==> config.mk <==
export PLATFORM = sky130hd
export DESIGN_NAME = lcd_panel_detect
export DESIGN_NICKNAME = d
export VERILOG_FILES = /design/src/rtl/lcd_panel_detect.sv
export SDC_FILE = /design/constraint.sdc
export NUM_CORES = 1
export LEC_CHECK = 0
export ABC_AREA = 1
export CORE_MARGIN = 4
export CORE_UTILIZATION = 47
export DETAILED_ROUTE_END_ITERATION = 7
export PLACE_DENSITY = 0.8
export RECOVER_POWER = 25
export SLEW_MARGIN = 20
export SYNTH_ARGS = -nofsm -noshare
export SYNTH_HDL_FRONTEND = slang
export SYNTH_SLANG_ARGS = --single-unit
export TNS_END_PERCENT = 1
==> constraint.sdc <==
create_clock -name clk -period 1.9 [get_ports clk]
set_clock_uncertainty 0.1 [all_clocks]
set_input_delay 0.38 -clock clk [delete_from_list [all_inputs] [get_ports clk]]
set_output_delay 0.38 -clock clk [all_outputs]
set_load 0.005 [all_outputs]
==> src/rtl/lcd_panel_detect.sv <==
// Power-up panel identification: releases the RGB bus, reads three strap pins,
// debounces the code over a sample window, and publishes the panel ID and resolution.
module lcd_panel_detect #(
  parameter int          SETTLE_CYCLES = 6,
  parameter int          SAMPLES       = 4,
  parameter int          MAX_RETRY     = 3,
  parameter logic [15:0] DEFAULT_ID    = 16'h4342
) (
  input  logic        clk,
  input  logic        rst_n,
  input  logic        redetect,
  input  logic [23:0] lcd_rgb,
  output logic        rgb_oe,
  output logic [15:0] lcd_id,
  output logic [10:0] h_disp,
  output logic [10:0] v_disp,
  output logic        id_valid,
  output logic        strap_err
);

  typedef enum logic [1:0] {
    SETTLE = 2'd0,
    SAMPLE = 2'd1,
    DECODE = 2'd2,
    DONE   = 2'd3
  } state_t;

  typedef struct packed {
    logic [15:0] id;
    logic [10:0] h;
    logic [10:0] v;
  } panel_t;

  localparam logic [7:0] SETTLE_LAST = 8'(SETTLE_CYCLES - 1);
  localparam logic [4:0] SAMPLE_LAST = 5'(SAMPLES - 1);
  localparam logic [3:0] RETRY_LAST  = 4'(MAX_RETRY - 1);

  state_t     state;
  logic [7:0] settle_cnt;
  logic [4:0] sample_cnt;
  logic [3:0] retry_cnt;
  logic [2:0] ref_code;
  logic       fallback;

  logic [2:0] strap_code;
  logic       mismatch;
  panel_t     panel;

  // Only one pin per colour lane carries a strap; the rest are plain pixel data.
  logic unused_rgb;
  assign unused_rgb = ^{lcd_rgb[22:16], lcd_rgb[14:8], lcd_rgb[6:0]};

  assign strap_code = {lcd_rgb[7], lcd_rgb[15], lcd_rgb[23]};

  // The first sample cycle loads the reference, so it can never mismatch.
  assign mismatch = (sample_cnt != 5'd0) && (strap_code != ref_code);

  function automatic panel_t decode_code(input logic [2:0] code);
    panel_t p;
    case (code)
      3'b000:  p = '{id: 16'h4342, h: 11'd480,  v: 11'd272};
      3'b001:  p = '{id: 16'h7084, h: 11'd800,  v: 11'd480};
      3'b010:  p = '{id: 16'h7016, h: 11'd1024, v: 11'd600};
      3'b100:  p = '{id: 16'h4384, h: 11'd800,  v: 11'd480};
      3'b101:  p = '{id: 16'h1018, h: 11'd1280, v: 11'd800};
      default: p = '{id: DEFAULT_ID, h: 11'd480, v: 11'd272};
    endcase
    return p;
  endfunction

  always_comb begin
    panel = decode_code(ref_code);
    if (fallback) panel = '{id: DEFAULT_ID, h: 11'd480, v: 11'd272};
  end

  // NOTE: every register here, including the reference code, is reset so that an
  // abort mid-window leaves no stale state behind for the restarted sequence.
  always_ff @(posedge clk or negedge rst_n) begin
    if (!rst_n) begin
      state      <= SETTLE;
      settle_cnt <= '0;
      sample_cnt <= '0;
      retry_cnt  <= '0;
      ref_code   <= '0;
      fallback   <= 1'b0;
      rgb_oe     <= 1'b0;
      id_valid   <= 1'b0;
      strap_err  <= 1'b0;
      lcd_id     <= '0;
      h_disp     <= '0;
      v_disp     <= '0;
    end else begin
      // NOTE: non-blocking assignments throughout; every branch reads the
      // pre-edge values of the counters and state.
      case (state)
        SETTLE: begin
          if (settle_cnt == SETTLE_LAST) begin
            settle_cnt <= '0;
            sample_cnt <= '0;
            state      <= SAMPLE;
          end else begin
            settle_cnt <= settle_cnt + 8'd1;
          end
        end

        SAMPLE: begin
          if (sample_cnt == 5'd0) ref_code <= strap_code;
          if (mismatch) begin
            sample_cnt <= '0;
            if (retry_cnt == RETRY_LAST) begin
              fallback <= 1'b1;
              state    <= DECODE;
            end else begin
              retry_cnt  <= retry_cnt + 4'd1;
              settle_cnt <= '0;
              state      <= SETTLE;
            end
          end else if (sample_cnt == SAMPLE_LAST) begin
            sample_cnt <= '0;
            state      <= DECODE;
          end else begin
            sample_cnt <= sample_cnt + 5'd1;
          end
        end

        DECODE: begin
          lcd_id    <= panel.id;
          h_disp    <= panel.h;
          v_disp    <= panel.v;
          strap_err <= fallback;
          id_valid  <= 1'b1;
          rgb_oe    <= 1'b1;
          state     <= DONE;
        end

        DONE: begin
          // ID and resolution stay visible until the next decode overwrites them.
          if (redetect) begin
            id_valid   <= 1'b0;
            rgb_oe     <= 1'b0;
            strap_err  <= 1'b0;
            retry_cnt  <= '0;
            fallback   <= 1'b0;
            settle_cnt <= '0;
            sample_cnt <= '0;
            state      <= SETTLE;
          end
        end

        default: state <= SETTLE;
      endcase
    end
  end

endmodule
==> results, run 1 <==
- The internal power of the cells totals 2.20 mW.
- The initial core utilization is 49.9%.
- After layout, the minimum clock period comes to 1.69 ns.
- The category of the worst setup path launch point is a flip-flop.
- The clock tree from TritonCTS is yes.
- The relative contribution of the clock network to total power is 14.5%.
- The final global-route overflow total is 0.
- CTS placed an instance of sky130_fd_sc_hd__clkbuf_8 at the clock tree root.
- Yosys mapped a number of flops with a built-in enable equal to 0.
- In the post-synthesis netlist, the cell with the most instances is sky130_fd_sc_hd__nand2_1.
- The total count of max-transition violations in the final report is 0.
- The cell area after synthesis is 2250 µm².
- In this run, flip-flops and latches consume 38.4% of the power.
- Dividing the detail-routed wire length by the instance count gives 11.4 µm.
- The remaining max-slew budget at the tightest pin is 36.3%.
- The initial antenna violation count came to 0.
- For the worst-skew pair, the clock arrives at the later sink with an insertion delay of 0.29 ns.
- The share of total power in combinational logic is 47.1%.
- The critical path is of the flip-flop to output port type.
- Detailed placement finished with a half-perimeter wire length of 3030 µm.
- In the post-route analysis, the smallest setup slack over all paths is 0.211 ns.
- After detailed routing, the number of remaining DRC violations is 0.
- Buffers inserted to repair hold after CTS numbered 0.
- The via count of the first global-routing pass is 1607.
- For this design the ratio of total power to cell area is 1430 nW/µm².
- The total of buffers placed on input and output ports is 32.
- In this run the biggest area consumer among cell types represents 43.4% of the synthesized area.
- The placed instances occupy a cell area of 2490 µm².
- The maximum clock path buffer count is 2.
- STA puts the critical path data required time at 1.42 ns.
- The clock net in this run drives a total of 39 sinks.
- The first global-routing pass estimated 6990 µm of wire.
- The cell type with the highest aggregate area in the netlist is sky130_fd_sc_hd__dfrtp_1.
- The synthesized area per cell is 8.21 µm².
- Summing all non-filler instances in the final layout gives an area of 2570 µm².
- The most used flip-flop cell after synthesis is sky130_fd_sc_hd__dfrtp_1.
- The final sum of negative setup slack is 0 ns.
- The post-synthesis cell type count is 31.
- Setup repair after global routing left no endpoint under its margin.
- The number of endpoints with negative hold slack in the final report is 0.
- The worst setup slack before clock tree synthesis is 0.0361 ns.
- For this design the top-level I/O count stands at 68.
- STA puts the critical path data arrival time at 1.21 ns.
- The part of the cycle the worst path needs is 88.9%.
- The sequential-to-total area share from yosys stat is 43.4%.
- The share of async-settable or async-resettable flops after synthesis is 100%.
- The largest net degree at the start of global routing is 40.
- The multi-input combinational cells in the finished layout cover a total of 1010 µm².
- The fraction of final layout cells sized beyond drive strength 1 is 7.95%.
- The post-CTS setup-driven buffer insertion count is 0.
- The number of CTS-inserted buffers is 5.
- Fill cells in the final layout number 412.
- The aggregate global-route resource usage is 14.3%.
- Counting both buffers and inverters, the worst setup path holds a total of 1.
- The flow ran to the end, and the final reports show no timing, DRC or antenna violations.
- The initial detailed-routing violation count is 90.
- The clock-pin slew of the registers on the worst-case setup and hold paths is 0.07 ns.
- At the end of routability-driven placement, the weighted congestion stood at 0.842.
- The final antenna diode count is 0.
- Of the total power, the share spent switching nets is 40.0%.
- The number of placement rows is 24.
- The tightest min-delay check is of the input port to async pin type.
- The vertical extent of the die is 77.2 µm.
- In the routed layout, each cell is associated on average with a via count of 4.84.
- The count of instances resized after the clock tree is built is 0.
- The tool flagged a number of max-cap violations equal to 0.
- At the pin with the least slew margin, the transition time is 0.956 ns.
- Counting flops and latches in the post-synthesis netlist gives 39.
- The antenna violation net count after detailed routing is 0.
- The sequential cell area is 976 µm².
- The leakage power is 1.28 nW.
- The routed layout has 1713 vias.
- On the worst path, the slowest cell contributes a delay of 0.53 ns.
- Along the worst path, the maximum fanout reaches 4.
- By area the synthesized netlist is led by sky130_fd_sc_hd__dfrtp_1 43%, sky130_fd_sc_hd__nand2_1 11%, sky130_fd_sc_hd__buf_4 8.3%.
- The overall die width is 77.2 µm.
- The family with the most delay on the worst path is buffers and inverters.
- The count of TritonRoute iterations in the first routing pass is 4.
- The switching power is 1.47 mW.
- The number of synthesis warnings is 0.
- The die covers 5960 µm².
- In this run the standard cell core region covers 4500 µm².
- Walking the worst path, the cells encountered are clkdlybuf4s50_1.
- The commonest cells after synthesis are 64 x sky130_fd_sc_hd__nand2_1, 39 x sky130_fd_sc_hd__dfrtp_1, 31 x sky130_fd_sc_hd__nor2_1.
- The synthesized instance count is 274.
- The maximum level of the CTS H-tree is 2.
- Setup violations remaining at the end of the flow were counted as 0.
- The endpoint class of the critical path is an output port.
- In the final design database the tool counted 334 nets.
- The slowest stage of the critical path belongs to the cell sky130_fd_sc_hd__clkdlybuf4s50_1.
- The worst-case IR drop observed on VDD is 0.000758 V.
- The final layout contains routed wiring with a total length of 4030 µm.
- Derived from the worst setup path, the maximum achievable clock frequency is 592 MHz.
- The layout overhead on the synthesized area is 14.2%.
routing by layer:
metal	share of wire (%)	wire (µm)	GRT usage, %
met1	46	1860	17.6
met2	47	1900	24.0
met3	4.9	199	3.75
met4	1.5	60	5.34
met5	0	0	0
logic make-up after synthesis:
kind of cell | after synthesis | synth area share, %
simple gates | 137 | 29.0
buf+inv | 55 | 13.8
flops | 39 | 43.4
compound gates | 27 | 6.73
xor+xnor | 9 | 3.50
fa+ha+maj | 6 | 3.34
other cells | 1 | 0.167
power by group through the flow:
stage | Clock (mW) | Combinational (mW) | Sequential [mW]
final | 0.532 | 1.73 | 1.41
after global placement | 0 | 1.70 | 1.41
after floorplan | 0 | 1.23 | 1.36
after global routing | 0.582 | 1.96 | 1.46
after detailed placement | 0 | 1.74 | 1.43
after CTS | 0.548 | 1.75 | 1.41
sequential cells by signal, summed over array words and instances (netlist names), named ones only:
signal / cells
fallback: 1
h_disp: 2
id_valid: 1
lcd_id: 10
ref_code: 3
retry_cnt: 4
sample_cnt: 5
settle_cnt: 8
state: 1
strap_err: 1
v_disp: 2
layout by cell type, fill, tap and decap left out, drive strengths merged, types with 6 or more instances in the layout:
cell,synthesis,final
nand4,6,6
xor2,7,7
conb,1,14
clkdlybuf4s50,0,31
nand2,68,68
ha,6,6
dfrtp,39,39
inv,28,28
clkbuf,0,8
nand3,19,19
o21ai,17,17
nor2,37,37
path summary, 6_finish.rpt:
| kind | startpoint | to | slack [ns] | cells past startpoint |
|---|---|---|---|---|
| max | lcd_id[7]$_DFFE_PN0P_ | lcd_id[7] | 0.21 | 1 |
| min | rst_n | sample_cnt[1]$_DFFE_PN0P_ | 0.21 | 2 |
| max reg2reg | state[0]$_DFFE_PN0P_ | retry_cnt[1]$_DFFE_PN0P_ | 0.24 | 6 |
| min reg2reg | v_disp[3]$_DFFE_PN0P_ | v_disp[3]$_DFFE_PN0P_ | 0.38 | 2 |
| max in group asynchronous | rst_n | ref_code[1]$_DFFE_PN0P_ | 0.90 | 2 |
| min in group clk | v_disp[3]$_DFFE_PN0P_ | v_disp[3]$_DFFE_PN0P_ | 0.38 | 2 |
layout make-up:
cell class                      count  share of cell area [%]
Clock buffer                        7                    2.97
Tap cell                           52                    2.53
Clock inverter                      1                   0.195
Inverter                           28                    4.19
Timing Repair Buffer               34                    12.8
Multi-Input combinational cell    193                    39.4
Sequential cell                    39                    38.0
per-stage QoR:
stage	utilization (%)	power [mW]	hold slack [ns]	std cells
3_3_place_gp	55.3	3.11	0.359	346
3_5_place_dp	55.3	3.17	0.365	346
2_1_floorplan	-	2.59	-0.0156	287
6_report	57.0	3.67	0.214	354
4_1_cts	57.1	3.71	0.0516	354
5_1_grt	57.0	4.01	0.311	354
Power figures use the tool's default switching activity.
==> inputs of run 2 (changes only) <==
CORE_ASPECT_RATIO = 1.25   (was not set)
==> results, run 2 (synthesis gave the netlist of run 1 again) <==
- The run finished with clean final reports.
- The register bank with the most flops is lcd_id.
- The number of endpoints with negative hold slack in the final report was 0.
- The number of ports placed on the die boundary is 68.
- The critical path goes through clkdlybuf4s50_1.
- The met2 capacity usage during global routing is 27.5%.
- The via count of the first global-routing pass was 1693.
- The aggregate global-route resource usage is 14.6%.
- The category of the worst setup path launch point is a flip-flop.
- Clock tree synthesis inserted a total of 5 buffers.
- The library cells used most frequently in the layout, excluding fill and tap cells, are 64 x sky130_fd_sc_hd__nand2_1, 39 x sky130_fd_sc_hd__dfrtp_1, 31 x sky130_fd_sc_hd__nor2_1, 31 x sky130_fd_sc_hd__clkdlybuf4s50_1, 26 x sky130_fd_sc_hd__inv_1.
- For this run the aggregate overflow at the end of global routing stands at 0.
- In the final design database the tool counted 334 nets.
- The final number of setup-violating endpoints is 0.
- The worst reg-to-reg path cell count is 6.
- In the routed layout, each cell is associated on average with a via count of 4.88.
- The most common library cell in the layout ignoring fill and taps is sky130_fd_sc_hd__nand2_1.
- The family with the most delay on the worst path is buffers and inverters.
- Buffers placed on the I/O ports in this run total 32.
- The cell with the largest stage delay on the worst path is sky130_fd_sc_hd__clkdlybuf4s50_1.
- The buffer type at the clock tree root is sky130_fd_sc_hd__clkbuf_8.
- Summed over all layers, the routed wires come to 4180 µm.
- The core area is 4530 µm².
- The worst hold path belongs to the class input port to async pin.
- The number of placement rows is 27.
- Along the worst path, the maximum fanout reaches 4.
- In this run the remaining antenna-violating nets after routing total 0.
- The critical path is of the flip-flop to output port type.
- The maximum level of the CTS H-tree is 2.
- In this run the static leakage power is 1.30 nW.
- The buffering stage count on the worst path with inverters included is 1.
- Once the floorplan was initialized, standard cells occupied 49.7% of the core.
- The clock tree from TritonCTS is yes.
- The slew at the pin closest to its max-slew limit is 0.941 ns.
- The detailed-route DRC error count is 0.
- Clock-pin slew was measured on the worst setup and hold paths at 0.09 ns.
- The number of buffers inserted for hold repair after clock tree synthesis is 0.
- The HPWL after detailed placement is 3120 µm.
- The count of instances resized after the clock tree is built is 0.
- The met1 routing resource usage after global routing is 16.1%.
- The final antenna diode count is 0.
- Across the run, the number of max-cap violations was 0.
- The initial antenna violation count is 0.
- The highest ir drop seen on vdd is 0.000735 V.
- Setup repair after global routing left no endpoint under its margin.
- In this run the number of cells on the critical path is 1.
- The fraction of power spent switching nets is 39.5%.
- In this design, the stage delay of the slowest critical-path cell is 0.52 ns.
- Prior to clock tree synthesis, the placed netlist has a worst setup slack of 0.0451 ns.
- Summed over all nets, the switching power comes to 1.53 mW.
- The floorplan step defined a die boundary enclosing 5960 µm².
- The internal power of the cells totals 2.34 mW.
- The register with the most flip-flops in the layout has 10 of them.
- The worst path needs 1.70 ns of the cycle, external delays included.
- The routed layout has 1757 vias.
- The fraction of final layout cells sized beyond drive strength 1 is 8.61%.
- Per report_power, the sequential group accounts for 36.3% of the total.
- The count of TritonRoute iterations in the first routing pass is 5.
- The worst flop-to-flop path startpoint is state[0]$_DFFE_PN0P_.
- Setup total negative slack on the finished layout was measured at 0 ns.
- For this run, the top clock speed supported by timing is 590 MHz.
- In the final routed layout, each cell accounts on average for 11.6 µm.
- For this block, the initial DRC count from the detailed router was 109.
- The clock passes through at most 2 buffers.
- The data required time of the worst path is 1.42 ns.
- The sink count of the clock tree is 39.
- For flop-to-flop paths, the worst setup slack is 0.21 ns.
- The worst path setup slack after routing is 0.205 ns.
- The total count of max-transition violations in the final report is 0.
- Tracing the worst setup path back leads to its startpoint at lcd_id[7]$_DFFE_PN0P_.
- The first global-routing pass estimated 7160 µm of wire.
- Combinational cells account for 45.2% of the total power.
- The worst endpoint data arrival time is 1.22 ns.
- In the final layout, the registers with the most flip-flops are lcd_id (10), settle_cnt (8), sample_cnt (5).
- The final weighted congestion in routability-driven placement is 0.835.
- In this run the critical register-to-register path is captured at retry_cnt[0]$_DFFE_PN0P_.
- The clock network is responsible for 18.6% of the overall power.
- The largest net degree at the start of global routing is 40.
- Clock latency on the worst-skew pair, taken at its later pin, is 0.29 ns.
- The ratio of total power to cell area is 1480 nW/µm².
- The most used routing layer is met2.
- For this run, global-route usage on met3 was measured as 3.44%.
- In this run the tightest slew margin relative to its limit is 37.3%.
- The endpoint class of the critical path is an output port.
- Once the clock tree was built, the setup fixing pass inserted 0 buffers.
- The layout has 419 filler cells.
- The vertical extent of the die is 85.4 µm.
- The layout overhead on the synthesized area is 16.1%.
- The die is 69.9 µm wide.
- The part of the cycle the worst path needs is 89.2%.
==> run 2: changes by cell type in the layout (fill, tap and decap cells not counted), sizes merged <==
| cell | previous run | this run |
|---|---|---|
| clkbuf | 8 | 6 |
| inv | 28 | 29 |
| bufinv | 0 | 1 |
==> run 2: how the worst max path moves through the flow <==
stage	end	slack [ns]
3_5_place_dp	settle_cnt[1]$_DFFE_PN0P_	0.05
4_1_cts	v_disp[7]	0.19
6_report	v_disp[7]	0.20
2_1_floorplan	sample_cnt[0]$_DFFE_PN0P_	0.50
5_1_grt	retry_cnt[0]$_DFFE_PN0P_	0.01
3_3_place_gp	settle_cnt[1]$_DFFE_PN0P_	0.07
==> run 2: through the flow <==
| step | util (%) | area, µm² | instances | total power, mW | hold slack (ns) |
|---|---|---|---|---|---|
| detailed placement | 55.2 | 2500 | 352 | 3.18 | 0.364 |
| floorplan | - | 2300 | 287 | 2.59 | -0.0156 |
| global route | 57.7 | 2610 | 360 | 4.20 | 0.275 |
| finish | 57.7 | 2610 | 360 | 3.87 | 0.197 |
| global placement | 55.2 | 2500 | 352 | 3.10 | 0.362 |
| CTS | 57.7 | 2610 | 360 | 3.90 | 0.0392 |
==> run 2: power groups by stage <==
stage	clock (mW)	sequential [mW]	combinational (mW)
5_1_grt	0.767	1.47	1.96
2_1_floorplan	0	1.36	1.23
4_1_cts	0.732	1.41	1.76
3_5_place_dp	0	1.42	1.75
3_3_place_gp	0	1.41	1.69
6_report	0.718	1.40	1.75
==> run 2: cell type report <==
cell class / instances / area [µm²] / area share [%]
Inverter: 28 / 108 / 4.12
Sequential cell: 39 / 976 / 37.4
Timing Repair Buffer: 34 / 328 / 12.6
Clock inverter: 3 / 47.5 / 1.82
Tap cell: 58 / 72.6 / 2.78
Multi-Input combinational cell: 193 / 1010 / 38.7
Clock buffer: 5 / 68.8 / 2.64
==> run 2: per-layer routing <==
metal	up-vias	part of all wire (%)	wire [µm]
met5	-	0	0
met4	0	1.4	58
met3	6	6.6	278
met2	62	50	2110
met1	808	42	1740
li1	881	-	-
